--- src/rtl/footstep_seq_if.sv ---
// ---------------------------------------------------------------------------
// footstep_seq_if
//   Control/status bundle between the footstep sequencer and its client.
//   The master drives the beat tick, walk control pulses and walk
//   configuration. The slave (the sequencer) returns the two channel tones
//   and the walk status.
//
//   Signals
//     beat_tick  m->s  1      one-cycle pulse per beat
//     start      m->s  1      one-cycle pulse: begin a walk
//     stop       m->s  1      one-cycle pulse: abort a walk
//     num_steps  m->s  CNT_W  footfalls per walk (0 = until stop)
//     lead_left  m->s  1      first footfall on the left channel
//     mono       m->s  1      both channels sound on every footfall
//     toneL      s->m  32     left channel tone
//     toneR      s->m  32     right channel tone
//     busy       s->m  1      walk in progress
//     done       s->m  1      one-cycle pulse: counted walk finished
//     step_cnt   s->m  CNT_W  footfalls completed in the current walk
// ---------------------------------------------------------------------------
interface footstep_seq_if #(
    parameter int CNT_W = 8
);
    logic             beat_tick;
    logic             start;
    logic             stop;
    logic [CNT_W-1:0] num_steps;
    logic             lead_left;
    logic             mono;
    logic [31:0]      toneL;
    logic [31:0]      toneR;
    logic             busy;
    logic             done;
    logic [CNT_W-1:0] step_cnt;

    modport master (
        output beat_tick, start, stop, num_steps, lead_left, mono,
        input  toneL, toneR, busy, done, step_cnt
    );

    modport slave (
        input  beat_tick, start, stop, num_steps, lead_left, mono,
        output toneL, toneR, busy, done, step_cnt
    );
endinterface

--- src/rtl/footstep_seq.sv ---
// ---------------------------------------------------------------------------
// footstep_seq
//   Footstep sound sequencer. On each beat tick it walks an alternating
//   right/left footfall pattern: the active foot's channel carries LOW_TONE
//   for STEP_BEATS beats, optionally followed by GAP_BEATS silent beats,
//   then the other foot sounds. Mono mode sounds both channels on every
//   footfall. A walk either counts num_steps footfalls and pulses done, or
//   (num_steps = 0) runs until stop.
//
//   Ports
//     clk   in   1   system clock
//     rst   in   1   asynchronous reset, active-high
//     bus   slave    footstep_seq_if (tick, start/stop, config, tones, status)
// ---------------------------------------------------------------------------
module footstep_seq #(
    parameter int          STEP_BEATS = 4,
    parameter int          GAP_BEATS  = 0,
    parameter logic [31:0] LOW_TONE   = 32'd10,
    parameter logic [31:0] SIL_TONE   = 32'd50000000,
    parameter int          CNT_W      = 8
) (
    input  logic           clk,
    input  logic           rst,
    footstep_seq_if.slave  bus
);

    // Beat counter must hold the last index of the longer phase.
    localparam int BEAT_MAX = (STEP_BEATS > GAP_BEATS) ? STEP_BEATS : GAP_BEATS;
    localparam int BEAT_W   = (BEAT_MAX > 1) ? $clog2(BEAT_MAX) : 1;

    localparam logic [BEAT_W-1:0] STEP_LAST = BEAT_W'(STEP_BEATS - 1);
    localparam logic [BEAT_W-1:0] GAP_LAST  = BEAT_W'((GAP_BEATS > 0) ? GAP_BEATS - 1 : 0);

    typedef enum logic [1:0] {
        S_IDLE = 2'd0,
        S_STEP = 2'd1,
        S_GAP  = 2'd2
    } state_t;

    state_t             r_state;
    logic               r_foot;       // 0 = right, 1 = left
    logic [BEAT_W-1:0]  r_beat_cnt;
    logic [CNT_W-1:0]   r_step_cnt;
    logic [CNT_W-1:0]   r_num_steps;
    logic               r_mono;
    logic               r_done;
    logic [31:0]        r_toneL;
    logic [31:0]        r_toneR;

    state_t             w_state_nxt;
    logic               w_foot_nxt;
    logic [BEAT_W-1:0]  w_beat_nxt;
    logic [CNT_W-1:0]   w_step_nxt;
    logic [CNT_W-1:0]   w_num_nxt;
    logic               w_mono_nxt;
    logic               w_done_nxt;
    logic [CNT_W:0]     w_step_plus1;
    logic [31:0]        w_toneL_nxt;
    logic [31:0]        w_toneR_nxt;

    // -----------------------------------------------------------------------
    // State register
    // -----------------------------------------------------------------------
    // NOTE: sequential state uses non-blocking assignments so every register
    // samples the pre-edge values; the combinational block below uses
    // blocking assignments because it is evaluated top to bottom.
    always_ff @(posedge clk or posedge rst) begin
        if (rst) begin
            r_state     <= S_IDLE;
            r_foot      <= 1'b0;
            r_beat_cnt  <= '0;
            r_step_cnt  <= '0;
            r_num_steps <= '0;
            r_mono      <= 1'b0;
            r_done      <= 1'b0;
            r_toneL     <= SIL_TONE;
            r_toneR     <= SIL_TONE;
        end else begin
            r_state     <= w_state_nxt;
            r_foot      <= w_foot_nxt;
            r_beat_cnt  <= w_beat_nxt;
            r_step_cnt  <= w_step_nxt;
            r_num_steps <= w_num_nxt;
            r_mono      <= w_mono_nxt;
            r_done      <= w_done_nxt;
            r_toneL     <= w_toneL_nxt;
            r_toneR     <= w_toneR_nxt;
        end
    end

    // -----------------------------------------------------------------------
    // Next-state and next-output logic
    // -----------------------------------------------------------------------
    // NOTE: every signal gets a hold/default value first so no path through
    // the case statement leaves one unassigned, which would infer a latch.
    always_comb begin
        w_state_nxt  = r_state;
        w_foot_nxt   = r_foot;
        w_beat_nxt   = r_beat_cnt;
        w_step_nxt   = r_step_cnt;
        w_num_nxt    = r_num_steps;
        w_mono_nxt   = r_mono;
        w_done_nxt   = 1'b0;
        w_step_plus1 = {1'b0, r_step_cnt} + (CNT_W + 1)'(1);

        case (r_state)
            S_IDLE: begin
                // A beat tick in the start cycle is deliberately not counted.
                if (bus.start && !bus.stop) begin
                    w_state_nxt = S_STEP;
                    w_foot_nxt  = bus.lead_left;
                    w_beat_nxt  = '0;
                    w_step_nxt  = '0;
                    w_num_nxt   = bus.num_steps;
                    w_mono_nxt  = bus.mono;
                end
            end

            S_STEP: begin
                // stop wins over a coinciding footfall boundary; step_cnt holds.
                if (bus.stop) begin
                    w_state_nxt = S_IDLE;
                end else if (bus.beat_tick) begin
                    if (r_beat_cnt == STEP_LAST) begin
                        w_beat_nxt = '0;
                        if (r_step_cnt != '1) begin
                            w_step_nxt = w_step_plus1[CNT_W-1:0];
                        end
                        if ((r_num_steps != '0) && (w_step_plus1 == {1'b0, r_num_steps})) begin
                            w_state_nxt = S_IDLE;
                            w_done_nxt  = 1'b1;
                        end else if (GAP_BEATS > 0) begin
                            w_state_nxt = S_GAP;
                        end else begin
                            w_foot_nxt = ~r_foot;
                        end
                    end else begin
                        w_beat_nxt = r_beat_cnt + BEAT_W'(1);
                    end
                end
            end

            S_GAP: begin
                if (bus.stop) begin
                    w_state_nxt = S_IDLE;
                end else if (bus.beat_tick) begin
                    if (r_beat_cnt == GAP_LAST) begin
                        w_state_nxt = S_STEP;
                        w_foot_nxt  = ~r_foot;
                        w_beat_nxt  = '0;
                    end else begin
                        w_beat_nxt = r_beat_cnt + BEAT_W'(1);
                    end
                end
            end

            default: begin
                w_state_nxt = S_IDLE;
            end
        endcase

        // Tones are decoded from the next state so they change on the same
        // edge as the state register.
        w_toneL_nxt = SIL_TONE;
        w_toneR_nxt = SIL_TONE;
        if (w_state_nxt == S_STEP) begin
            if (w_mono_nxt || w_foot_nxt) begin
                w_toneL_nxt = LOW_TONE;
            end
            if (w_mono_nxt || !w_foot_nxt) begin
                w_toneR_nxt = LOW_TONE;
            end
        end
    end

    assign bus.toneL    = r_toneL;
    assign bus.toneR    = r_toneR;
    assign bus.busy     = (r_state != S_IDLE);
    assign bus.done     = r_done;
    assign bus.step_cnt = r_step_cnt;

endmodule
--- src/flat_wrapper.sv ---
// flat-port wrapper written by rule: the top's interface ports become plain ports
module footstep_seq_flat 
#(
    parameter int          STEP_BEATS = 4,
    parameter int          GAP_BEATS  = 0,
    parameter logic [31:0] LOW_TONE   = 32'd10,
    parameter logic [31:0] SIL_TONE   = 32'd50000000,
    parameter int          CNT_W      = 8
)
  (clk, rst, bus_beat_tick, bus_start, bus_stop, bus_num_steps, bus_lead_left, bus_mono, bus_toneL, bus_toneR, bus_busy, bus_done, bus_step_cnt);
  footstep_seq_if #(.CNT_W(CNT_W)) bus_i ();
  input  logic clk;
  input  logic rst;
  input wire logic [$bits(bus_i.beat_tick)-1:0] bus_beat_tick;
  input wire logic [$bits(bus_i.start)-1:0] bus_start;
  input wire logic [$bits(bus_i.stop)-1:0] bus_stop;
  input wire logic [$bits(bus_i.num_steps)-1:0] bus_num_steps;
  input wire logic [$bits(bus_i.lead_left)-1:0] bus_lead_left;
  input wire logic [$bits(bus_i.mono)-1:0] bus_mono;
  output wire logic [$bits(bus_i.toneL)-1:0] bus_toneL;
  output wire logic [$bits(bus_i.toneR)-1:0] bus_toneR;
  output wire logic [$bits(bus_i.busy)-1:0] bus_busy;
  output wire logic [$bits(bus_i.done)-1:0] bus_done;
  output wire logic [$bits(bus_i.step_cnt)-1:0] bus_step_cnt;
  assign bus_i.beat_tick = bus_beat_tick;
  assign bus_i.start = bus_start;
  assign bus_i.stop = bus_stop;
  assign bus_i.num_steps = bus_num_steps;
  assign bus_i.lead_left = bus_lead_left;
  assign bus_i.mono = bus_mono;
  assign bus_toneL = bus_i.toneL;
  assign bus_toneR = bus_i.toneR;
  assign bus_busy = bus_i.busy;
  assign bus_done = bus_i.done;
  assign bus_step_cnt = bus_i.step_cnt;
  footstep_seq #(.STEP_BEATS(STEP_BEATS), .GAP_BEATS(GAP_BEATS), .LOW_TONE(LOW_TONE), .SIL_TONE(SIL_TONE), .CNT_W(CNT_W)) u_core (.clk(clk), .rst(rst), .bus(bus_i));
endmodule
--- config.mk ---
export PLATFORM = sky130hd
export DESIGN_NAME = footstep_seq_flat
export DESIGN_NICKNAME = d
export VERILOG_FILES = /design/src/rtl/footstep_seq_if.sv /design/src/rtl/footstep_seq.sv /design/src/flat_wrapper.sv
export SDC_FILE = /design/constraint.sdc
export NUM_CORES = 1
export LEC_CHECK = 0
export ABC_AREA = 1
export CAP_MARGIN = 20
export CORE_UTILIZATION = 43
export CTS_CLUSTER_DIAMETER = 200
export DETAILED_ROUTE_END_ITERATION = 7
export GPL_ROUTABILITY_DRIVEN = 0
export PLACE_DENSITY = 0.87
export SYNTH_ARGS = -nofsm -noshare
export SYNTH_HDL_FRONTEND = slang
export SYNTH_SLANG_ARGS = --single-unit
export TNS_END_PERCENT = 1
--- constraint.sdc ---
create_clock -name clk -period 2.5 [get_ports clk]
set_input_delay 0.5 -clock clk [delete_from_list [all_inputs] [get_ports clk]]
set_output_delay 0.5 -clock clk [all_outputs]
set_load 0.05 [all_outputs]
Yosys cells after proc, flatten, opt, wreduce, memory -nomap -nowiden
Index checks and enable logic that the tools add are counted.
{ "word_totals": {"register_bits": 87, "out_inout_bits": 74} }
{ "classes": {"muxes": 43, "reduce_logical": 15, "n_bitwise": 1, "n_eq_ne": 13, "addsub": 2} }
{ "op_table": {"columns": ["op", "n"], "rows": [
  ["$mux W32", 2],
  ["$mux W26", 2],
  ["$mux W8", 5],
  ["$mux W2", 15],
  ["$pmux W8 S2", 1],
  ["$mux W1", 15],
  ["$pmux W2 S3", 2],
  ["$reduce_and A6 Y1", 2],
  ["$add A8 B1 Y9 const B", 1],
  ["$eq A9 B8 Y1", 1],
  ["$ne A2 B2 Y1 const B", 4],
  ["$ne A8 B8 Y1 const B", 1],
  ["$reduce_bool A8 Y1", 1],
  ["$ne A2 B1 Y1 const B", 3],
  ["$eq A2 B1 Y1 const B", 2],
  ["$eq A2 B2 Y1 const B", 2],
  ["$logic_not A2 Y1", 2],
  ["$reduce_bool A2 Y1", 2],
  ["$pmux W1 S3", 1],
  ["$reduce_bool A3 Y1", 1],
  ["$add A2 B1 Y2 const B", 1],
  ["$logic_and A1 B1 Y1", 2],
  ["$logic_not A1 Y1", 2],
  ["$logic_or A1 B1 Y1", 2],
  ["2 further kinds", 2]
]} }

Depth between registers and ports, before layout
{ "logic_depth": {"word_depth": 12, "ltp_mapped": 17, "mapped_depth_nobuf": 17} }

Worst setup path after synthesis
OpenSTA, ideal clock, no wires.
{ "synth_path": {"path_type": "flip-flop to flip-flop", "startpoint": "register u_core.r_step_cnt[0] (netlist: u_core.bus.step_cnt[0])", "endpoint": "register u_core.r_toneR[3] (netlist: u_core.bus.toneR[3])", "stages_incl_launch_ff": 17, "path_slack_ps": 309, "synth_period_minus_slack_ps": 2191, "required_ps": 2388, "arrival_ps": 2079, "path_cell_list": "dfrtp_1 ha_1 nand2_1 inv_1 nand2_1 nand2_1 nand2_1 nand2_1 nand2_1 nor2_2 nand3_1 nand3_1 nand3_1 nand2_2 nand3_2 nand2_2 inv_2"} }
{ "synth_between": {"elab_chain_len": 12, "word_cells_on_any_way": 18} }
{ "synth_lines": {"columns": ["item", "line_no", "rtl"], "rows": [
  ["from (decl)", "footstep_seq.sv:43", "logic [CNT_W-1:0] r_step_cnt;"],
  ["from (signal assigned)", "footstep_seq.sv:82", "r_step_cnt <= w_step_nxt;"],
  ["$add A8 B1 Y9 *", "footstep_seq.sv:104", "w_step_plus1 = {1'b0, r_step_cnt} + (CNT_W + 1)'(1);"],
  ["$eq A9 B8 Y1 *", "footstep_seq.sv:129", "if ((r_num_steps != '0) && (w_step_plus1 == {1'b0, r_num_steps})) begin"],
  ["$logic_and A1 B1 Y1 *", "footstep_seq.sv:129", null],
  ["$mux W1", "footstep_seq.sv:129", null],
  ["$mux W1", "footstep_seq.sv:124", "if (r_beat_cnt == STEP_LAST) begin"],
  ["$mux W1", "footstep_seq.sv:123", "end else if (bus.beat_tick) begin"],
  ["$mux W1", "footstep_seq.sv:121", "if (bus.stop) begin"],
  ["$pmux W1 S3", "footstep_seq.sv:106", "case (r_state)"],
  ["$logic_not A1 Y1", "footstep_seq.sv:170", "if (w_mono_nxt || !w_foot_nxt) begin"],
  ["$logic_or A1 B1 Y1", "footstep_seq.sv:170", null],
  ["$mux W26", "footstep_seq.sv:170", null],
  ["$mux W32 *", "footstep_seq.sv:166", "if (w_state_nxt == S_STEP) begin"],
  ["to (signal assigned)", "footstep_seq.sv:87", "r_toneR <= w_toneR_nxt;"],
  ["to (decl)", "footstep_seq.sv:48", "logic [31:0] r_toneR;"]
]} }
Mark *: on every way between the ends. The rest lies on a longest branch, timed or not.
A chain may end at the register's enable or synchronous reset.

==> key figures <==
Run status
  • Status: finished, final reports clean

STA
  • Final period util: 90.2%
  • Final min period: 2.25 ns
  • Setup TNS: 0 ns
  • Slew Viols, Final: 0
  • Max Fclk: 444 MHz
  • RSZ-0062 raised after global routing: false
  • Final setup vio count: 0
  • Slew HR: 66.4%
  • Final hold viol count: 0
  • Final WS setup: 0.245 ns
  • Worst slew pin tran: 0.499 ns
  • Skew final: 0.00200 ns

Global route
  • Number of global-route vias before repair: 1581
  • Global Route Usage Sum: 16.9%
  • GRT overflow: 0
  • Largest net degree at the start of global routing: 19
  • Initial antenna violation count: 0
  • Global-route wire length before repair: 6.93 mm

Worst setup path
  • Critical path's largest stage delay: 0.84 ns
  • Crit-path slowest cell: clkdlybuf4s50_1
  • Reg2reg end: u_core.bus.toneR[3]
  • Crit Path Max Fanout: 12
  • Delay-heaviest family, CP: buffers and inverters
  • Worst path bufs/invs: 1
  • CP Class: register to primary output
  • Worst reg2reg setup slack: 0.25 ns
  • Worst Path Arrival: 1.75 ns
  • Endpoint type of the worst setup path: primary output
  • RR Startpoint: u_core.bus.step_cnt[0]
  • CP Launch Type: register
  • Reg2reg path depth: 12
  • Crit path cell chain: clkdlybuf4s50_1
  • CP required: 2.00 ns

Final layout
  • Footprint of the multi-input gates: 981 um2
  • Commonest non-fill, non-tap cell in the layout: nand2_1
  • Finished Core Util: 52.6%
  • Antenna diodes: 0
  • Area growth from synthesis to layout: 16.6%
  • Register area: 678 um2
  • Fillers: 468
  • Highest-count cells in the layout ignoring fill and taps: nand2_1 (56), clkdlybuf4s50_1 (51), inv_1 (39), conb_1 (36), dfrtp_1 (25)
  • Layout cell share with drive strength beyond 1: 8.64%
  • Total Nets Final: 348

Clock tree
  • Longest Clk Path Bufs: 2
  • Num CTS Buffers: 3
  • Clock tree root driver cell: clkbuf_8
  • Clock Latency Late Sink: 0.28 ns
  • Htree depth: 1
  • Num Clock Sinks: 27
  • Postcts setup bufs: 0
  • CTS clk-pin slew, worst paths: 0.10 ns
  • CTS tree: built

Power
  • Psw: 1960 uW
  • Comb pwr share: 68.1%
  • Sw Ratio: 57.8%
  • Reg power frac: 24.1%
  • Clock power frac: 7.7%
  • Lkg Pwr: 0.00128 uW
  • Total power: 3390 uW
  • Pwr Density: 1360 nW/um2
  • VDD IR max: 0.000734 V
  • P_int: 1430 uW

Routing
  • DR iter-0 viols: 41
  • WL final: 4.33 mm
  • First-pass detailed-route iteration total: 4
  • DR vias/cell: 4.53
  • Via count: 1771
  • Antenna-violating nets left: 0
  • Routed length per instance: 11.1 um
  • DRC Markers: 0

Synthesis
  • Combinational family with the most area after synthesis: buffers and inverters
  • Compound-gate portion of the synthesized area: 8.87%
  • Register bit total from synthesis: 27
  • Syn. warnings: 0
  • Register area share after synthesis: 31.6%
  • Post-Synth Adder-Cell Area: 4.67%
  • Multiplexer area fraction after synthesis: 1.05%
  • Yosys cell types: 28
  • Avg Cell Area, Syn: 7.37 um2
  • Xor-xnor portion of the synthesized cell area: 0.408%
  • Synthesized cell area: 2140 um2
  • Syn Inst Count: 291
  • Simple-gate share of the synthesized area: 24.4%

Floorplanning
  • Die Wd: 72.6 um
  • DIE AREA: 5270 um2
  • Initial Utilization: 45.1%
  • IO Pins: 89
  • Die Y: 72.6 um
  • Rows: 25
  • Core box area: 4750 um2

Placement
  • Post-DP HPWL: 3.45 mm
  • I/O Buffers: 52
  • Pre-CTS setup slack: 0.124 ns

Flow run
  • Maxcap violations: 0

Worst hold path
  • Worst min path class: primary input to asynchronous set/reset pin
area by class of cell:
type                            instances  area share [%]
Inverter                               43            6.51
Timing Repair Buffer                   55            21.8
Clock buffer                            3            1.65
Multi-Input combinational cell        195            39.2
Sequential cell                        27            27.1
Tap cell                               67            3.35
Clock inverter                          1           0.300
repair_timing:
action / in CTS / in global routing
resized for setup: 0 / 1
setup endpoints to repair: 0 / 1
hold buffers: 0 / 0
worst max path at each step:
stage / endpoint / slack, ns / cells past startpoint / from
after floorplan: u_core.bus.toneR[3] / 0.31 / 16 / u_core.bus.step_cnt[0]
after CTS: bus_busy / 0.02 / 4 / u_core.r_state[0]
after detailed placement: u_core.bus.toneR[3] / 0.12 / 10 / bus_stop
after global routing: u_core.bus.toneR[3] / 0.02 / 12 / u_core.bus.step_cnt[0]
final: bus_toneR[17] / 0.25 / 1 / u_core.bus.toneR[23]
after global placement: u_core.bus.toneR[3] / 0.31 / 10 / bus_stop
through the flow:
stage / cell area, um2 / instances / hold WS, ns
finish: 2500 / 391 / 0.503
global route: 2500 / 391 / 0.537
CTS: 2500 / 391 / 0.524
detailed placement: 2450 / 387 / 0.536
global placement: 2450 / 387 / 0.525
floorplan: 2280 / 326 / 0.502
registers in the layout, indices dropped and copies added, names as in the netlist:
signal               cells
u_core.bus.done          1
u_core.bus.step_cnt      8
u_core.bus.toneL         2
u_core.bus.toneR         2
u_core.r_beat_cnt        2
u_core.r_foot            1
u_core.r_mono            1
u_core.r_num_steps       8
u_core.r_state           2
layer usage:
layer,global-route usage (%),vias to the layer above,part of all wire (%)
li1,-,883,-
met1,20.3,809,41
met2,30.7,74,52
met3,2.07,5,5.9
met4,6.32,0,1.3
met5,0,-,0
kinds of logic (layout without fill, tap and decap cells):
| logic type | Yosys count | count (layout) |
|---|---|---|
| compound gates | 33 | 33 |
| xor+xnor | 1 | 1 |
| fa+ha+maj | 8 | 8 |
| buf+inv | 104 | 102 |
| flops | 27 | 27 |
| mux | 2 | 2 |
| other cells | 1 | 36 |
| simple gates | 115 | 115 |
power by group through the flow:
stage / Combinational, uW / Sequential (uW) / Clock, uW
3_3_place_gp: 2270 / 812 / 0
4_1_cts: 2310 / 820 / 266
5_1_grt: 2460 / 846 / 286
3_5_place_dp: 2310 / 829 / 0
6_report: 2310 / 819 / 262
2_1_floorplan: 1690 / 1030 / 0
cell usage after synthesis (all sizes together):
cell,count,area [um2]
nand2,61,241
buf,60,450
inv,42,158
nor2,27,130
dfrtp,25,626
nand3,25,135
a21oi,11,58.8
o21ai,11,55.1
ha,8,100
o22ai,6,37.5
o31ai,3,22.5
dfstp,2,52.6
mux2,2,22.5
a311oi,1,8.76
clkbuf,1,3.75
clkinv,1,5.00
conb,1,3.75
nand4,1,12.5
nor3,1,5.00
o211ai,1,7.51
xnor2,1,8.76
No activity file was read; power rests on OpenSTA's default activity.
